`src/rtl/led_meter_pkg.sv`:
```
`default_nettype none
// ============================================================================
// led_meter_pkg : shared FSM states, bar thresholds and bar helpers
// Revision      : 1.0
// ============================================================================
package led_meter_pkg;

  typedef enum logic [1:0] {
    ST_IDLE   = 2'd0,
    ST_ACCUM  = 2'd1,
    ST_DIVIDE = 2'd2,
    ST_UPDATE = 2'd3
  } meter_st_t;

  localparam int N_SEG = 8;

  // Segment k lights when the average reaches 2^(7+k).
  localparam logic [N_SEG-1:0][15:0] LED_THRESH = {
    16'h4000, 16'h2000, 16'h1000, 16'h0800,
    16'h0400, 16'h0200, 16'h0100, 16'h0080
  };

  function automatic logic [N_SEG-1:0] thermo(input logic [3:0] level);
    logic [N_SEG-1:0] bar;
    bar = '0;
    for (int k = 0; k < N_SEG; k++) begin
      if (level > 4'(k)) bar[k] = 1'b1;
    end
    return bar;
  endfunction

  function automatic logic [3:0] bar_level(input logic [15:0] value);
    logic [3:0] lvl;
    lvl = '0;
    for (int k = 0; k < N_SEG; k++) begin
      if (value >= LED_THRESH[k]) lvl = lvl + 4'd1;
    end
    return lvl;
  endfunction

endpackage
`default_nettype wire

```
`src/rtl/ser_div.sv`:
```
`default_nettype none
// ============================================================================
// ser_div : serial restoring divider, one quotient bit per clock
// Revision: 1.0
// ============================================================================
module ser_div #(
  parameter int DIVIDEND_W = 26,
  parameter int DIVISOR_W  = 11
) (
  input  logic                  clk,
  input  logic                  rst_n,
  input  logic                  start,
  input  logic [DIVIDEND_W-1:0] dividend,
  input  logic [DIVISOR_W-1:0]  divisor,
  output logic                  busy,
  output logic                  done,
  output logic [DIVIDEND_W-1:0] quotient
);

  localparam int CNT_BITS = $clog2(DIVIDEND_W + 1);

  logic [DIVIDEND_W-1:0] quo_q, quo_d, quo_src;
  logic [DIVISOR_W-1:0]  rem_q, rem_d, rem_src;
  logic [DIVISOR_W-1:0]  dvs_q, dvs_d, dvs_src;
  logic [DIVISOR_W:0]    trial;
  logic [CNT_BITS-1:0]   cnt_q, cnt_d;
  logic                  busy_q, busy_d;

  // The start cycle already resolves the first quotient bit from the raw
  // operands, so the whole divide finishes DIVIDEND_W edges after start.
  always_comb begin
    quo_src = start ? dividend : quo_q;
    rem_src = start ? '0 : rem_q;
    dvs_src = start ? divisor : dvs_q;
    trial   = {rem_src, quo_src[DIVIDEND_W-1]};

    quo_d  = quo_q;
    rem_d  = rem_q;
    dvs_d  = dvs_q;
    cnt_d  = cnt_q;
    busy_d = busy_q;

    if (start || busy_q) begin
      dvs_d = dvs_src;
      if (trial >= {1'b0, dvs_src}) begin
        rem_d = DIVISOR_W'(trial - {1'b0, dvs_src});
        quo_d = {quo_src[DIVIDEND_W-2:0], 1'b1};
      end else begin
        rem_d = trial[DIVISOR_W-1:0];
        quo_d = {quo_src[DIVIDEND_W-2:0], 1'b0};
      end
    end

    if (start) begin
      cnt_d  = CNT_BITS'(DIVIDEND_W - 1);
      busy_d = 1'b1;
    end else if (busy_q) begin
      cnt_d  = cnt_q - CNT_BITS'(1);
      busy_d = (cnt_q != CNT_BITS'(1));
    end
  end

  always_ff @(posedge clk or negedge rst_n) begin
    if (!rst_n) begin
      quo_q  <= '0;
      rem_q  <= '0;
      dvs_q  <= '0;
      cnt_q  <= '0;
      busy_q <= 1'b0;
    end else begin
      quo_q  <= quo_d;
      rem_q  <= rem_d;
      dvs_q  <= dvs_d;
      cnt_q  <= cnt_d;
      busy_q <= busy_d;
    end
  end

  // done marks the final iteration; quotient is complete on the next cycle.
  assign busy     = busy_q;
  assign done     = busy_q && (cnt_q == CNT_BITS'(1));
  assign quotient = quo_q;

endmodule
`default_nettype wire

```
`src/rtl/led_bar_meter.sv`:
```
`default_nettype none
// ============================================================================
// led_bar_meter : burst averager driving a log LED bar with peak-hold/decay
// Revision      : 1.0
// ============================================================================
module led_bar_meter #(
  parameter int PEAK_HOLD = 4,
  parameter int CNT_W     = 11
) (
  input  logic        clk,
  input  logic        rst_n,
  input  logic        seq,
  input  logic [15:0] smpl,
  input  logic        clr_ovr,
  output logic [15:0] avg,
  output logic        avg_vld,
  output logic [7:0]  led,
  output logic        ovr
);

  import led_meter_pkg::*;

  localparam int SUM_W  = CNT_W + 15;
  localparam int HOLD_W = (PEAK_HOLD < 1) ? 1 : $clog2(PEAK_HOLD + 1);
  localparam logic [CNT_W-1:0] CNT_MAX = '1;

  meter_st_t          state_q, state_d;
  logic [SUM_W-1:0]   sum_q, sum_d;
  logic [CNT_W-1:0]   count_q, count_d;
  logic [15:0]        avg_q, avg_d;
  logic               avg_vld_q, avg_vld_d;
  logic [7:0]         led_q, led_d;
  logic               ovr_q, ovr_d;
  logic [3:0]         peak_q, peak_d;
  logic [HOLD_W-1:0]  hold_q, hold_d;
  logic               drop_q, drop_d;

  logic               ovr_set;
  logic               div_start, div_busy, div_done;
  logic [SUM_W-1:0]   quotient;
  logic [3:0]         level;
  logic               unused_ok;

  ser_div #(
    .DIVIDEND_W (SUM_W),
    .DIVISOR_W  (CNT_W)
  ) u_div (
    .clk      (clk),
    .rst_n    (rst_n),
    .start    (div_start),
    .dividend (sum_q),
    .divisor  (count_q),
    .busy     (div_busy),
    .done     (div_done),
    .quotient (quotient)
  );

  always_comb begin
    state_d   = state_q;
    sum_d     = sum_q;
    count_d   = count_q;
    avg_d     = avg_q;
    avg_vld_d = 1'b0;
    led_d     = led_q;
    peak_d    = peak_q;
    hold_d    = hold_q;
    drop_d    = drop_q;
    ovr_set   = 1'b0;
    div_start = 1'b0;
    level     = '0;

    case (state_q)
      ST_IDLE: begin
        if (seq && !drop_q) begin
          sum_d   = SUM_W'(smpl[14:0]);
          count_d = CNT_W'(1);
          state_d = ST_ACCUM;
        end
      end
      ST_ACCUM: begin
        if (seq) begin
          if (count_q == CNT_MAX) begin
            ovr_set = 1'b1;
          end else begin
            sum_d   = sum_q + SUM_W'(smpl[14:0]);
            count_d = count_q + CNT_W'(1);
          end
        end else begin
          div_start = 1'b1;
          state_d   = ST_DIVIDE;
        end
      end
      ST_DIVIDE: begin
        if (div_done) state_d = ST_UPDATE;
      end
      ST_UPDATE: begin
        avg_d = {1'b0, quotient[14:0]};
        level = bar_level(avg_d);
        if (level >= peak_q) begin
          peak_d = level;
          hold_d = HOLD_W'(PEAK_HOLD);
        end else if (hold_q != '0) begin
          hold_d = hold_q - HOLD_W'(1);
        end else begin
          peak_d = ((peak_q - 4'd1) > level) ? (peak_q - 4'd1) : level;
        end
        led_d = thermo(level);
        if (peak_d != 4'd0) led_d[3'(peak_d - 4'd1)] = 1'b1;
        avg_vld_d = 1'b1;
        state_d   = ST_IDLE;
      end
      default: state_d = ST_IDLE;
    endcase

    // A burst arriving while busy is swallowed whole, up to its falling edge.
    if (!seq) begin
      drop_d = 1'b0;
    end else if (state_q == ST_DIVIDE || state_q == ST_UPDATE) begin
      drop_d = 1'b1;
      if (!drop_q) ovr_set = 1'b1;
    end

    ovr_d = ovr_set | (ovr_q & ~clr_ovr);
  end

  always_ff @(posedge clk or negedge rst_n) begin
    if (!rst_n) begin
      state_q   <= ST_IDLE;
      sum_q     <= '0;
      count_q   <= '0;
      avg_q     <= '0;
      avg_vld_q <= 1'b0;
      led_q     <= '0;
      ovr_q     <= 1'b0;
      peak_q    <= '0;
      hold_q    <= '0;
      drop_q    <= 1'b0;
    end else begin
      state_q   <= state_d;
      sum_q     <= sum_d;
      count_q   <= count_d;
      avg_q     <= avg_d;
      avg_vld_q <= avg_vld_d;
      led_q     <= led_d;
      ovr_q     <= ovr_d;
      peak_q    <= peak_d;
      hold_q    <= hold_d;
      drop_q    <= drop_d;
    end
  end

  assign avg     = avg_q;
  assign avg_vld = avg_vld_q;
  assign led     = led_q;
  assign ovr     = ovr_q;

  // Sample MSB is ignored and the quotient never exceeds 15 bits.
  assign unused_ok = &{1'b0, smpl[15], div_busy, quotient[SUM_W-1:15]};

endmodule
`default_nettype wire

```
`config.mk`:
```
export PLATFORM = sky130hd
export DESIGN_NAME = led_bar_meter
export DESIGN_NICKNAME = d
export VERILOG_FILES = /design/src/rtl/led_meter_pkg.sv /design/src/rtl/ser_div.sv /design/src/rtl/led_bar_meter.sv
export SDC_FILE = /design/constraint.sdc
export NUM_CORES = 1
export LEC_CHECK = 0
export ABC_AREA = 1
export ABC_CLOCK_PERIOD_IN_PS = 7500
export BUFFER_PORTS_ARGS = -buffer_cell sky130_fd_sc_hd__buf_2
export CAP_MARGIN = 20
export CORE_UTILIZATION = 25
export DETAILED_ROUTE_END_ITERATION = 12
export GPL_ROUTABILITY_DRIVEN = 0
export PLACE_DENSITY = 0.47
export SYNTH_ARGS = -nofsm -noshare
export SYNTH_HDL_FRONTEND = slang
export SYNTH_HIERARCHICAL = 1
export SYNTH_SLANG_ARGS = --single-unit
```
`constraint.sdc`:
```
create_clock -name clk -period 7.5 [get_ports clk]
set_clock_uncertainty 0.15 [all_clocks]
set_input_delay 1.5 -clock clk [delete_from_list [all_inputs] [get_ports clk]]
set_output_delay 1.5 -clock clk [all_outputs]
set_load 0.05 [all_outputs]
```
## Word-level counts from Yosys, hierarchy flattened

Cells that the tools add are included.

- Register bits: 126
- Bits in latches: 0
- RAM bits: 0
- Memory bits (read-only): 0
- Input bits: 20
- Memories kept: 0

- $add $sub $neg: 14
- Multipliers: 0
- Divide/modulo/power cells: 0
- Magnitude comparators: 21
- Equality and inequality tests: 12
- Shift-type cells: 0
- Muxes and demuxes: 73
- Bitwise operators: 4
- Reduce and logical (&&, ||, !) cells: 15

Operator list:

| kind | number |
|---|---|
| $mux 26 | 4 |
| $mux 4 | 19 |
| $mux 11 | 6 |
| $pmux 26 s2 | 1 |
| $mux 1 | 32 |
| $add 4x1->4 const B | 7 |
| $add 26x15->26 | 1 |
| $pmux 11 s2 | 1 |
| $gt 4x3->1 const B | 4 |
| $ge 15x10->1 const B | 1 |
| $ge 15x11->1 const B | 1 |
| $ge 15x12->1 const B | 1 |
| $ge 15x13->1 const B | 1 |
| $ge 15x14->1 const B | 1 |
| $ge 15x15->1 const B | 1 |
| $ge 15x8->1 const B | 1 |
| $ge 15x9->1 const B | 1 |
| $ge 12x11->1 | 1 |
| $add 11x1->11 const B | 1 |
| $eq 11x11->1 const B | 1 |
| $sub 11x11->11 | 1 |
| $mux 5 | 2 |
| $ne 2x2->1 const B | 5 |
| $gt 4x1->1 const B | 2 |
| 32 further kinds | 43 |

## Logic depth before layout (Yosys ltp)

- Depth after elaboration: 36
- Mapped depth: 47
- Mapped depth without buffers: 46

## Modules after synthesis

Netlist, hierarchy kept.

By module, submodules not included:

| module | times used | cells each | area an instance (um^2) | sequential area each (um^2) |
|---|---|---|---|---|
| led_bar_meter | 1 | 726 | 5251.3 | 1801.7 |
| ser_div | 1 | 383 | 3090.5 | 1351.3 |

## Least setup slack after synthesis

OpenSTA, ideal clock, no wires.

- Path type: flip-flop to flip-flop
- Start: register u_div.quo_q[14] (netlist: u_div/quotient[14])
- End: register led_q[6] (netlist: led[6])
- Arrival time: 6081 ps
- Data required time: 7232 ps
- Setup slack: 1151 ps
- Cell stages (with the launch flop): 45
- Buffers on the path: 1
- Path through: dfrtp_1 -> nor2_4 -> buf_6 -> nand2_2 -> inv_2 -> nand2_1 -> inv_1 -> ha_1 -> inv_1 -> nand4_1 -> and2_1 -> ha_1 -> inv_1 -> nand2_1 -> nand2_1 -> inv_1 -> ha_1 -> or2_2 -> [9 not listed] -> o21bai_2 -> ha_1 -> nand2_1 -> nand3_2 -> nand2_2 -> inv_1 -> ha_1 -> nand2_1 -> o311ai_0 -> inv_1 -> nand2_1 -> nand3_1 -> nand2_1 -> inv_1 -> nand3_1 -> nand3_2 -> nand2_1 -> nand2_1

- Cells in the longest elaborated chain, start to end: 36
- Elaborated cells between the ends (all ways): 49
- Classes of those cells: add/sub (8); order compare (13); mux (25); bitwise (1); reduce/logical (2)

RTL lines:

| what | RTL line | source |
|---|---|---|
| start, declared | ser_div.sv:22 | `logic [DIVIDEND_W-1:0] quo_q, quo_d, quo_src;` |
| start signal, assigned | ser_div.sv:71 | `quo_q <= quo_d;` |
| $ge 15x8->1 | led_meter_pkg.sv:36 | `if (value >= LED_THRESH[k]) lvl = lvl + 4'd1;` |
| $mux 1 | led_meter_pkg.sv:36 |  |
| $mux 4 | led_bar_meter.sv:72 | `case (state_q)` |
| $add 4x1->4 | led_meter_pkg.sv:36 |  |
| $mux 4 | led_meter_pkg.sv:36 |  |
| $mux 4 | led_bar_meter.sv:72 |  |
| $add 4x1->4 | led_meter_pkg.sv:36 |  |
| $mux 4 | led_meter_pkg.sv:36 |  |
| [20 not listed] | n/a |  |
| $mux 4 | led_bar_meter.sv:72 |  |
| $sub 3x1->3 | led_bar_meter.sv:108 | `if (peak_d != 4'd0) led_d[3'(peak_d - 4'd1)] = 1'b1;` |
| $lt 3x4->1 (not written as such) or $ge 3x1->1 (tied branches) | led_bar_meter.sv:108 |  |
| $logic_and 1x1->1 (not written as such) | led_bar_meter.sv:108 |  |
| $mux 1 (not written as such) | led_bar_meter.sv:108 |  |
| $demux 1 s3 | led_bar_meter.sv:108 |  |
| $or 8x8->8 (no line) | n/a |  |
| $mux 8 (*) | led_bar_meter.sv:108 |  |
| end signal, assigned | led_bar_meter.sv:144 | `led_q <= led_d;` |
| end, declared | led_bar_meter.sv:32 | `logic [7:0] led_q, led_d;` |

Every way passes the cells marked *; elsewhere a longest branch is shown, timed or not. The select of a mux whose other input is x is not followed.
A chain may end at the register's enable or synchronous reset.

## Final worst setup path

Ends and elaborated chain as after synthesis.

==> run_results.csv <==
group,metric,value,unit
run_status,run_status,"complete, no violations",
floorplan,die_y,185,um
clocking,cts_tree,"yes",
yosys,synth_area_per_cell,7.52,um^2
cells_and_area,nNetsFinal,1219,
cells_and_area,antenna_cells_inserted,0,
sta,setup-violations-final,0,
yosys,synthMostInstantiatedCell,"sky130_fd_sc_hd__nand2_1",
sta,final.period_utilization,92.1,%
critical_path,max_stage_delay,450,ps
cells_and_area,final-instance-count-excl-fill,1602,
sta,highest_clock_frequency_the_design_can_meet,145,MHz
clocking,clk_root_buffer_cell,"sky130_fd_sc_hd__clkbuf_16",
yosys,synth_area_leaders,"sky130_fd_sc_hd__dfrtp_1 38%, sky130_fd_sc_hd__nand2_1 13%, sky130_fd_sc_hd__ha_1 7.3%",
critical_path,cp.arrival,7080,ps
sta,timing_hold_violations_final,0,
route,route.antenna.remaining_nets,0,
route,route.final.wire_length,20.9,mm
yosys,synth_register_bits,126,
floorplan,die_w,185,um
global_route,met1_usage,17.4,%
cells_and_area,final_util,29.6,%
global_route,first_global_vias,6936,
floorplan,placement_rows,66,
global_route,busiest_layer,"met2",
route,mean_number_of_vias_per_cell,4.41,
placed_design,post-place-cells,1568,
yosys,async_reset_ff_share,100,%
yosys,synth_top_cell_by_area,"sky130_fd_sc_hd__dfrtp_1",
yosys,synth-edff-count,0,
sta,slew_headroom,37.5,%
route,routed_wire_length_per_instance,13.0,um
clocking,worst_skew_pair.late_latency,430,ps
critical_path,path_common_cell,"sky130_fd_sc_hd__nand2_1",
critical_path,slowest_stage,"sky130_fd_sc_hd__dfrtp_1",
route,detailroute.via_count,7070,
yosys,synth_cell_types,56,
route,drt_pass1_iterations,5,
clocking,clkSlewWorstSetupHoldPaths,60,ps
sta,worst-slew-pin-transition,936,ps
clocking,ctsLongestPathBuffers,2,
critical_path,critical_path_required,7670,ps
clocking,cts_made_buffers,17,
clocking,cts_num_sinks,126,
sta,finalWorstPathRequiredPeriod,6910,ps
global_route,grt_antenna_before_repair,0,
cells_and_area,synthToLayoutAreaGrowth,16.1,%
global_route,grt_util_all_layers,13.1,%
hold_path,hold_path.class,"register to register",
yosys,count_of_yosys_warnings_during_synthesis,6,
critical_path,worstSetupPathType,"register to register",
yosys,synth_common_cells,"290 x sky130_fd_sc_hd__nand2_1, 157 x sky130_fd_sc_hd__inv_1, 126 x sky130_fd_sc_hd__dfrtp_1, 69 x sky130_fd_sc_hd__nor2_1, 66 x sky130_fd_sc_hd__o21ai_0",
placed_design,place_hpwl,14.7,mm
placed_design,numPortBuffers,43,
yosys,post-synth-top-area-fraction,37.8,%
yosys,ys_seq_area_share,37.8,%
global_route,grt_pass1_wl,35.0,mm
route,drcViolationCount,0,
global_route,grt_start_max_net_pins,77,
yosys,synth-main-ff-cell,"sky130_fd_sc_hd__dfrtp_1",
clocking,htree_levels,4,
sta,timing_max_transition_violations_final,0,
cells_and_area,post_route_cells_drive_above_1_share,13.6,%
floorplan,start_util,25.5,%
floorplan,ios,46,
global_route,grt_overflow,0,
floorplan,core_region_area,0.0327,mm^2
global_route,gr-usage-met2,21.3,%
run,count_of_maximum_capacitance_violations,0,
yosys,post_synth_inst_count,1109,
sta,rsz0062_at_grt,"false",
critical_path,endpoint_kind,"register",
critical_path,critPathLaunchType,"register",
yosys,post_synth_instance_area,0.00834,mm^2
sta,fin_tns_setup,0,ps
critical_path,worst-path-max-fanout,7,
global_route,grt_use_met3,2.21,%
yosys,synth_nets,1180,
clocking,hold_buffers,0,
floorplan,die_area,0.0341,mm^2
route,detail_route.iter0.violations,388,
area by class of cell:
cell class                 count  area [um^2]
clock buffer                  21          470
timing repair buffer          52          309
clock inverter                10          161
tap                          442          553
inverter                     169          642
multi-input combinational    782         4390
fill                        3581        23000
sequential                   126         3150
final timing paths:
path	startpoint	end	slack, ps	cells after the start
max reg2reg	u_div/quotient[14]$_DFFE_PN0P_	led[6]$_DFFE_PN0P_	590	45
max in group asynchronous	rst_n	u_div/quotient[16]$_DFFE_PN0P_	5090	2
min reg2reg	avg[9]$_DFFE_PN0P_	avg[9]$_DFFE_PN0P_	310	2
min in group asynchronous	rst_n	u_div/rem_q[4]$_DFFE_PN0P_	960	1
min	avg[9]$_DFFE_PN0P_	avg[9]$_DFFE_PN0P_	310	2
max	u_div/quotient[14]$_DFFE_PN0P_	led[6]$_DFFE_PN0P_	590	45
metal layers:
metal,wire (um),share of wire (%)
met3,533,2.6
met4,355,1.7
met2,9380,45
met5,0,0
met1,10600,51
state kept, by name, indices dropped and copies added, names as in the netlist:
name,flops
u_div/cnt_q,5
drop_q,1
state_q,2
sum_q,26
u_div/busy,1
u_div/rem_q,11
u_div/quotient,26
peak_q,4
avg,15
count_q,11
led,8
ovr,1
avg_vld,1
u_div/dvs_q,11
hold_q,3
cell usage in the layout, fill, tap and decap left out, types with 12 or more instances in the layout:
master	Yosys	routed
sky130_fd_sc_hd__dfrtp_1	126	126
sky130_fd_sc_hd__o21ai_0	66	66
sky130_fd_sc_hd__nor3_1	12	12
sky130_fd_sc_hd__ha_1	49	49
sky130_fd_sc_hd__nand4_1	15	15
sky130_fd_sc_hd__xor2_1	13	13
sky130_fd_sc_hd__nand3_2	14	14
sky130_fd_sc_hd__o221ai_1	25	25
sky130_fd_sc_hd__buf_2	5	42
sky130_fd_sc_hd__inv_1	157	157
sky130_fd_sc_hd__nand2_2	19	19
sky130_fd_sc_hd__nor2_1	69	68
sky130_fd_sc_hd__a21oi_1	57	57
sky130_fd_sc_hd__clkbuf_16	0	17
sky130_fd_sc_hd__nand2_1	290	290
sky130_fd_sc_hd__nand3_1	57	57
cells by family (layout without fill, tap and decap cells):
group	Yosys count	after routing	synth area share [%]
compound gates	197	197	14.4
buf+inv	201	252	9.61
other cells	1	1	0.0450
flops	126	126	37.8
fa+ha+maj	51	51	7.83
simple gates	515	515	28.5
xor+xnor	18	18	1.89
per-stage QoR:
step / hold slack, ps / worst slack, ps / instance area, um^2
6_report: 313 / 594 / 9680
5_1_grt: 336 / 15.2 / 9680
4_1_cts: 320 / 530 / 9640
3_5_place_dp: 304 / 579 / 9010
3_3_place_gp: 300 / 604 / 9010
2_1_floorplan: 287 / 1150 / 8340
timing repair:
item / CTS / global route
buffers inserted: 0 / 2
gates resized for setup: 0 / 0
endpoints found under the setup margin: 0 / 3
worst max-delay path: cells and delay by family, from the launching register on:
kind	cells	cell delay, ps
DFF	1	450
buffers and inverters	11	880
and+or+nand+nor	24	2920
AOI/OAI and AO/OA	3	460
adders and majority gates	7	1930
Power is not shown: default switching activity piles up to over one toggle a cycle in this logic, so the estimate is an artifact.
